## src/rtl/fp_accum_framer.sv

```systemverilog
// rtl/fp_accum_framer.sv - command/stream framer that zero-pads vectors for floating_point_accumulate
// One command per vector; elements pass through with 1-cycle latency, then PAD_MULT-aligned zero fill.
module fp_accum_framer #(
  parameter int FRAC_WIDTH = 24,
  parameter int EXP_WIDTH  = 8,
  parameter int LEN_WIDTH  = 16,
  parameter int PAD_MULT   = 16,
  localparam int DATA_WIDTH = FRAC_WIDTH + EXP_WIDTH
) (
  input  logic                  clkIn,
  input  logic                  rstNIn,
  input  logic                  cmdValidIn,
  output logic                  cmdReadyOut,
  input  logic [LEN_WIDTH-1:0]  cmdLenIn,
  input  logic                  sValidIn,
  output logic                  sReadyOut,
  input  logic [DATA_WIDTH-1:0] sDataIn,
  output logic                  validOut,
  output logic                  startOut,
  output logic                  lastOut,
  output logic [DATA_WIDTH-1:0] dataOut,
  output logic                  busyOut,
  output logic [15:0]           vecCountOut
);

  localparam int PAD_LOG = $clog2(PAD_MULT);
  localparam logic [LEN_WIDTH:0] CNT_ONE  = (LEN_WIDTH+1)'(1);
  localparam logic [LEN_WIDTH:0] PAD_FULL = (LEN_WIDTH+1)'(PAD_MULT);
  localparam logic [LEN_WIDTH:0] PAD_RND  = (LEN_WIDTH+1)'(PAD_MULT - 1);

  typedef enum logic [1:0] {
    S_IDLE   = 2'd0,
    S_STREAM = 2'd1,
    S_PAD    = 2'd2
  } state_t;

  state_t                r_state;
  logic [LEN_WIDTH-1:0]  r_len;
  logic [LEN_WIDTH:0]    r_pad_len;
  logic [LEN_WIDTH:0]    r_cnt;
  logic                  r_valid;
  logic                  r_start;
  logic                  r_last;
  logic [DATA_WIDTH-1:0] r_data;
  logic [15:0]           r_vec_count;

  logic [LEN_WIDTH:0]    w_len_ext;
  logic [LEN_WIDTH:0]    w_round;
  logic [LEN_WIDTH:0]    w_pad_len;
  logic [LEN_WIDTH:0]    w_cnt_inc;
  logic                  w_first;
  logic                  w_final;

  // Round up to the granule one bit wider than the length so 2^LEN_WIDTH-1 cannot overflow.
  assign w_len_ext = {1'b0, cmdLenIn};
  assign w_round   = w_len_ext + PAD_RND;
  assign w_pad_len = (cmdLenIn == '0) ? PAD_FULL
                                      : {w_round[LEN_WIDTH:PAD_LOG], {PAD_LOG{1'b0}}};

  assign w_cnt_inc = r_cnt + CNT_ONE;
  assign w_first   = (r_cnt == '0);
  assign w_final   = (w_cnt_inc == r_pad_len);

  assign cmdReadyOut = (r_state == S_IDLE);
  assign sReadyOut   = (r_state == S_STREAM);
  assign busyOut     = (r_state != S_IDLE);
  assign validOut    = r_valid;
  assign startOut    = r_start;
  assign lastOut     = r_last;
  assign dataOut     = r_data;
  assign vecCountOut = r_vec_count;

  always_ff @(posedge clkIn or negedge rstNIn) begin
    if (!rstNIn) begin
      r_state     <= S_IDLE;
      r_len       <= '0;
      r_pad_len   <= '0;
      r_cnt       <= '0;
      r_valid     <= 1'b0;
      r_start     <= 1'b0;
      r_last      <= 1'b0;
      r_data      <= '0;
      r_vec_count <= '0;
    end else begin
      r_valid <= 1'b0;
      r_start <= 1'b0;
      r_last  <= 1'b0;
      case (r_state)
        S_IDLE: begin
          if (cmdValidIn) begin
            r_len     <= cmdLenIn;
            r_pad_len <= w_pad_len;
            r_cnt     <= '0;
            r_state   <= (cmdLenIn != '0) ? S_STREAM : S_PAD;
          end
        end
        S_STREAM: begin
          if (sValidIn) begin
            r_cnt   <= w_cnt_inc;
            r_valid <= 1'b1;
            r_data  <= sDataIn;
            r_start <= w_first;
            r_last  <= w_final;
            if (w_final) begin
              r_vec_count <= r_vec_count + 16'd1;
            end
            if (w_cnt_inc == {1'b0, r_len}) begin
              r_state <= ({1'b0, r_len} == r_pad_len) ? S_IDLE : S_PAD;
            end
          end
        end
        S_PAD: begin
          // Zero fill (+0.0) runs free of the input stream.
          r_cnt   <= w_cnt_inc;
          r_valid <= 1'b1;
          r_data  <= '0;
          r_start <= w_first;
          r_last  <= w_final;
          if (w_final) begin
            r_vec_count <= r_vec_count + 16'd1;
            r_state     <= S_IDLE;
          end
        end
        default: r_state <= S_IDLE;
      endcase
    end
  end

endmodule

```

## config.mk

```make
export PLATFORM = sky130hd
export DESIGN_NAME = fp_accum_framer
export DESIGN_NICKNAME = d
export VERILOG_FILES = /design/src/rtl/fp_accum_framer.sv
export SDC_FILE = /design/constraint.sdc
export NUM_CORES = 1
export LEC_CHECK = 0
export BUFFER_PORTS_ARGS = -buffer_cell sky130_fd_sc_hd__buf_2
export CAP_MARGIN = 0
export CORE_MARGIN = 10
export CORE_UTILIZATION = 27
export CTS_BUF_LIST = sky130_fd_sc_hd__clkbuf_16
export DETAILED_ROUTE_END_ITERATION = 10
export MAX_ROUTING_LAYER = met4
export PLACE_DENSITY_LB_ADDON = 0.08
export SLEW_MARGIN = 20
export SYNTH_ARGS = -nofsm -noshare
export SYNTH_HDL_FRONTEND = slang
export SYNTH_SLANG_ARGS = --single-unit
```

## constraint.sdc

```tcl
create_clock -name clkIn -period 3.3 [get_ports clkIn]
set_input_delay 0.33 -clock clkIn [delete_from_list [all_inputs] [get_ports clkIn]]
set_output_delay 0.33 -clock clkIn [all_outputs]
set_load 0.05 [all_outputs]
```

== Yosys cells after proc, flatten, opt, wreduce, memory -nomap -nowiden ==
Index checks and enable logic that the tools add are counted.
W data, S select, Z words.

* Input port bits: 52
* Word-level logic and storage cells: 54
* Output and inout port bits: 54
* Flip-flop bits (word level): 103

* Muxes and demuxes: 22
* Equal/unequal tests: 9
* Reduce and logical (&&, ||, !) cells: 11
* Add/sub/neg operators: 3

{| class="wikitable"
|+ Operator list
! cell !! number
|-
| $pmux W32 S2 || 1
|-
| $mux W17 || 3
|-
| $pmux W17 S3 || 1
|-
| $mux W16 || 2
|-
| $mux W32 || 1
|-
| $pmux W16 S2 || 1
|-
| $add A16 B4 Y17 const B || 1
|-
| $add A17 B1 Y17 const B || 1
|-
| $eq A16 B17 Y1 || 1
|-
| $eq A17 B16 Y1 || 1
|-
| $eq A17 B17 Y1 || 1
|-
| $logic_not A17 Y1 || 1
|-
| $add A16 B1 Y16 const B || 1
|-
| $logic_not A16 Y1 || 1
|-
| $reduce_bool A16 Y1 || 1
|-
| $mux W2 || 6
|-
| $ne A2 B2 Y1 const B || 3
|-
| $pmux W1 S2 || 3
|-
| $pmux W2 S3 || 1
|-
| $reduce_and A2 Y1 || 2
|-
| $reduce_and A4 Y1 || 1
|-
| $reduce_bool A2 Y1 || 2
|-
| $mux W1 || 3
|-
| $reduce_and A3 Y1 || 1
|-
| other kinds (5) || 5
|}

== Logic depth before layout (Yosys ltp) ==
* Depth after elaboration: 5
* Depth in mapped cells: 12
* Depth with buffers taken out: 9

== Worst setup path after synthesis ==
No wires, ideal clock.

* Path type: reg-to-reg
* Start point: register r_cnt[0]
* End point: register r_state[1]
* Arrival: 2963 ps
* Stages on the path, launching flop included: 12
* Period minus slack after synthesis: 3049 ps
* Setup time: 86 ps
* Buffers on the path: 2
* Required time: 3214 ps
* Slack: 251 ps
* Cells stage by stage: dfrtp_1 > ha_1 > nand3_2 > buf_4 > or4_1 > buf_2 > xnor2_2 > o22ai_1 > a21o_1 > or4_4 > a221o_1 > a32oi_1

* Word-level cells in the longest chain between the ends: 4
* Elaborated cells between the ends (all ways): 6
* Those cells by class: add/sub (1); eq/ne (4); reduce/logical (1)

{| class="wikitable"
|+ Ends and longest elaborated chain
! element !! line !! source
|-
| start: declaration || 40 || <nowiki>logic [LEN_WIDTH:0] r_cnt;</nowiki>
|-
| start signal: assignment || 99 || <nowiki>r_cnt <= w_cnt_inc;</nowiki>
|-
| start signal: assignment || 114 || <nowiki>r_cnt <= w_cnt_inc;</nowiki>
|-
| $add A17 B1 Y17 (*) || 60 || <nowiki>assign w_cnt_inc = r_cnt + CNT_ONE;</nowiki>
|-
| $eq A17 B17 Y1 / $eq A17 B16 Y1 (equally long branches) || 62, 107 ||
|-
| $ne A2 B2 Y1 (no line) / $ne A2 B1 Y1 (equally long branches) || -- ||
|-
| $reduce_and A4 Y1 (no line) (*) || -- ||
|-
| end signal: assignment || 94 || <nowiki>r_state <= (cmdLenIn != '0) ? S_STREAM : S_PAD;</nowiki>
|-
| end signal: assignment || 108 || <nowiki>r_state <= ({1'b0, r_len} == r_pad_len) ? S_IDLE : S_PAD;</nowiki>
|-
| end: declaration || 37 || <nowiki>state_t r_state;</nowiki>
|}

Every way passes the cells marked *; elsewhere a longest branch is shown, timed or not.
A chain may end at the register's enable or synchronous reset.

== Final worst setup path ==
* Start point: register r_cnt[2]
* End point: register r_state[1]

The elaborated chain is that of the path after synthesis.

==> results by group <==
Timing
  • Fin crit period: 3.112 ns
  • Worst slew pin tran: 0.7616 ns
  • Setup TNS: 0 ns
  • RSZ-0062 raised after global routing: no
  • Final worst clock skew: 0.01051 ns
  • Final setup violation count: 0
  • Max-Slew Margin vs Limit: 49.23%
  • Final hold slack: 0.008973 ns
  • Final cycle utilization of the critical path: 94.29%
  • Max Freq: 321.4 MHz
  • Setup WS post-layout: 0.1884 ns
  • Slew Limit Fails: 0
  • Final Hold Viols: 0

Finish
  • Register area: 2477 sq um
  • Nets: 715
  • Diode count: 0
  • Share of cells above drive strength 1: 27.73%
  • Area grow syn2layout: 22.22%
  • Multi-input gate area: 2883 sq um
  • Final Core Density: 33.57%
  • Filler instances: 2,121

GRT
  • Initial antenna violation count: 0
  • First-pass GRT wire length: 26,190 um
  • Grt ovf: 0
  • Largest net degree at the start of global routing: 55
  • Total GRT Usage: 12.65%
  • Vias in the first global route: 4,491

Synth
  • Netlist cell types: 67
  • Net count after synthesis: 603
  • Synth area leader: dfrtp_1
  • Async SR Flop Fraction: 100.0%
  • Synth top area share: 44.57%
  • Synthesis Warnings: 0
  • Seq/Total Area, Yosys: 44.57%
  • Synth area leaders: dfrtp_1, a22o_1, xnor2_1, mux2_2, nand2_1
  • Syn Area/Cell: 10.24 sq um
  • Synthesized instance count: 543
  • Synth top cells by count: dfrtp_1, nand2_1, a22o_1, xnor2_1, o21ai_0
  • #FFs+latches synth: 99
  • Syn Std Cell Area: 5558 sq um
  • Post-synth EDFFs: 0
  • Synth Flop Type: dfrtp_1
  • Count leader, synth: dfrtp_1

Clock tree
  • Clock transition at path regs: 0.08 ns
  • Setup Buffers After CTS: 0
  • # clock sinks: 99
  • # H-tree levels: 3
  • Resized cells post-CTS: 0
  • CTS max path bufs: 2
  • Hold_buf cts: 0
  • Later-pin clock latency in the skew report: 0.35 ns
  • CTS tree: done
  • Num CTS Buffers: 9
  • Root Driver: clkbuf_16

Floorplan
  • FP Rows: 52
  • Io pins: 106
  • Die area: 26,720 sq um
  • Core area: 20,230 sq um
  • Die W: 163.5 um
  • Die Height: 163.5 um
  • Starting density of the core: 27.47%

Placement
  • Pre-CTS WS: 0.2616 ns
  • GPL Wtd Cong: 0.8515
  • IO buf count: 105
  • DPL Wire Length: 12,760 um

Routing
  • Avg WL per Cell: 17.89 um
  • ANT nets after route: 0
  • Routed vias: 4,474
  • Vias/cell: 4.811
  • # DRC: 0
  • WL final: 16,640 um
  • Initial detailed-routing violation count: 322
  • Detailed Routing Iterations Pass 1: 4

Worst setup path
  • Critical Path RT: 3.57 ns
  • Worst reg-to-reg setup slack: 0.19 ns
  • WP data arrival: 3.38 ns
  • Setup CP Type: reg -> reg
  • CP max FO: 10
  • Critical Path Start Type: flip-flop
  • CP Capture Type: flip-flop

Pwr
  • Total Power: 5.641 mW
  • Worst VDD drop: 0.0002845 V
  • Pwr Density: 830.5 nW/um^2
  • Static Leak: 3.177 nW

Outcome
  • Status: finished clean

Hold path
  • Worst Hold Class: in -> async

Flow run
  • Maxcap violations: 0
-- through the flow --
step	instance area, sq um	cells
after CTS	6793	930
after global placement	6511	914
after floorplan	5558	543
final	6793	930
after detailed placement	6511	914
after global routing	6793	930
-- worst max-delay path, cell delays in order, from the launching register on --
cell	delay, ns
dfrtp_1	0.53
nand3_2	0.15
buf_4	0.20
nor4_2	0.63
nor3b_1	0.11
nor3b_1	0.25
nand4bb_1	0.20
or3_1	0.45
a221o_1	0.37
a32oi_1	0.13
-- final timing paths --
kind	from	end	cells past startpoint
setup reg to reg	r_cnt[2]	r_state[1]	9
max in group asynchronous	rstNIn	dataOut[21]	2
hold reg to reg	vecCountOut[15]	vecCountOut[15]	1
min in group clkIn	sDataIn[7]	dataOut[7]	2
setup / recovery	r_cnt[2]	r_state[1]	9
hold / removal	rstNIn	vecCountOut[4]	1
-- sequential cells by signal, indices dropped and copies added (netlist names) --
| signal | flops |
|---|---|
| dataOut | 32 |
| r_cnt | 17 |
| r_len | 16 |
| vecCountOut | 16 |
| r_pad_len | 13 |
| r_state | 2 |
| lastOut | 1 |
| startOut | 1 |
| validOut | 1 |
-- layout by cell type, fill, tap and decap left out, types with 4 or more instances in the layout --
cell and n:
a21o_1 10, a22o_1 47, and3_1 7, buf_2 104, buf_4 32, clkbuf_16 9
dfrtp_1 99, ha_1 8, inv_1 14, mux2_2 19, nand2_1 54, nand3_1 21
nand4_1 12, nor2_1 20, nor3_1 13, nor3b_1 5, nor4_1 11, o21ai_0 24
or3_1 4, xnor2_1 47, xor2_1 23
-- power breakdown --
part           internal (mW)  switching [mW]  leakage [nW]
Combinational          0.903            1.73          1.73
Clock                  0.525           0.523         0.142
Sequential              1.58           0.380          1.31
Total                   3.01            2.63          3.18
-- metal layers --
layer / routed length [um] / part of all wire, % / up-vias / GRT usage (%)
met4: 163 / 0.98 / 0 / 2.518
met2: 7776 / 47 / 104 / 19.27
li1: - / - / 2201 / -
met1: 7850 / 47 / 2157 / 17.00
met3: 849 / 5.1 / 12 / 2.718
met5: 0 / 0 / - / -
-- kinds of logic (layout without fill, tap and decap cells) --
family          Yosys count  count (layout)  synth area share [%]
xor+xnor                 73              73                 12.16
flops                    99              99                 44.57
mux                      22              22                 4.413
simple gates            175             175                 17.22
fa+ha+maj                 8               8                 1.801
buf+inv                  49             166                 3.602
compound gates          117             117                 16.23
-- final cells by class --
| type | count | area share, % |
|---|---|---|
| Multi-Input combinational cell | 395 | 42.44 |
| Sequential cell | 99 | 36.47 |
| Timing Repair Buffer | 136 | 11.20 |
| Tap cell | 270 | 4.973 |
| Clock buffer | 9 | 3.316 |
| Clock inverter | 7 | 0.8289 |
| Inverter | 14 | 0.7736 |
(Power assumes the default switching activity.)
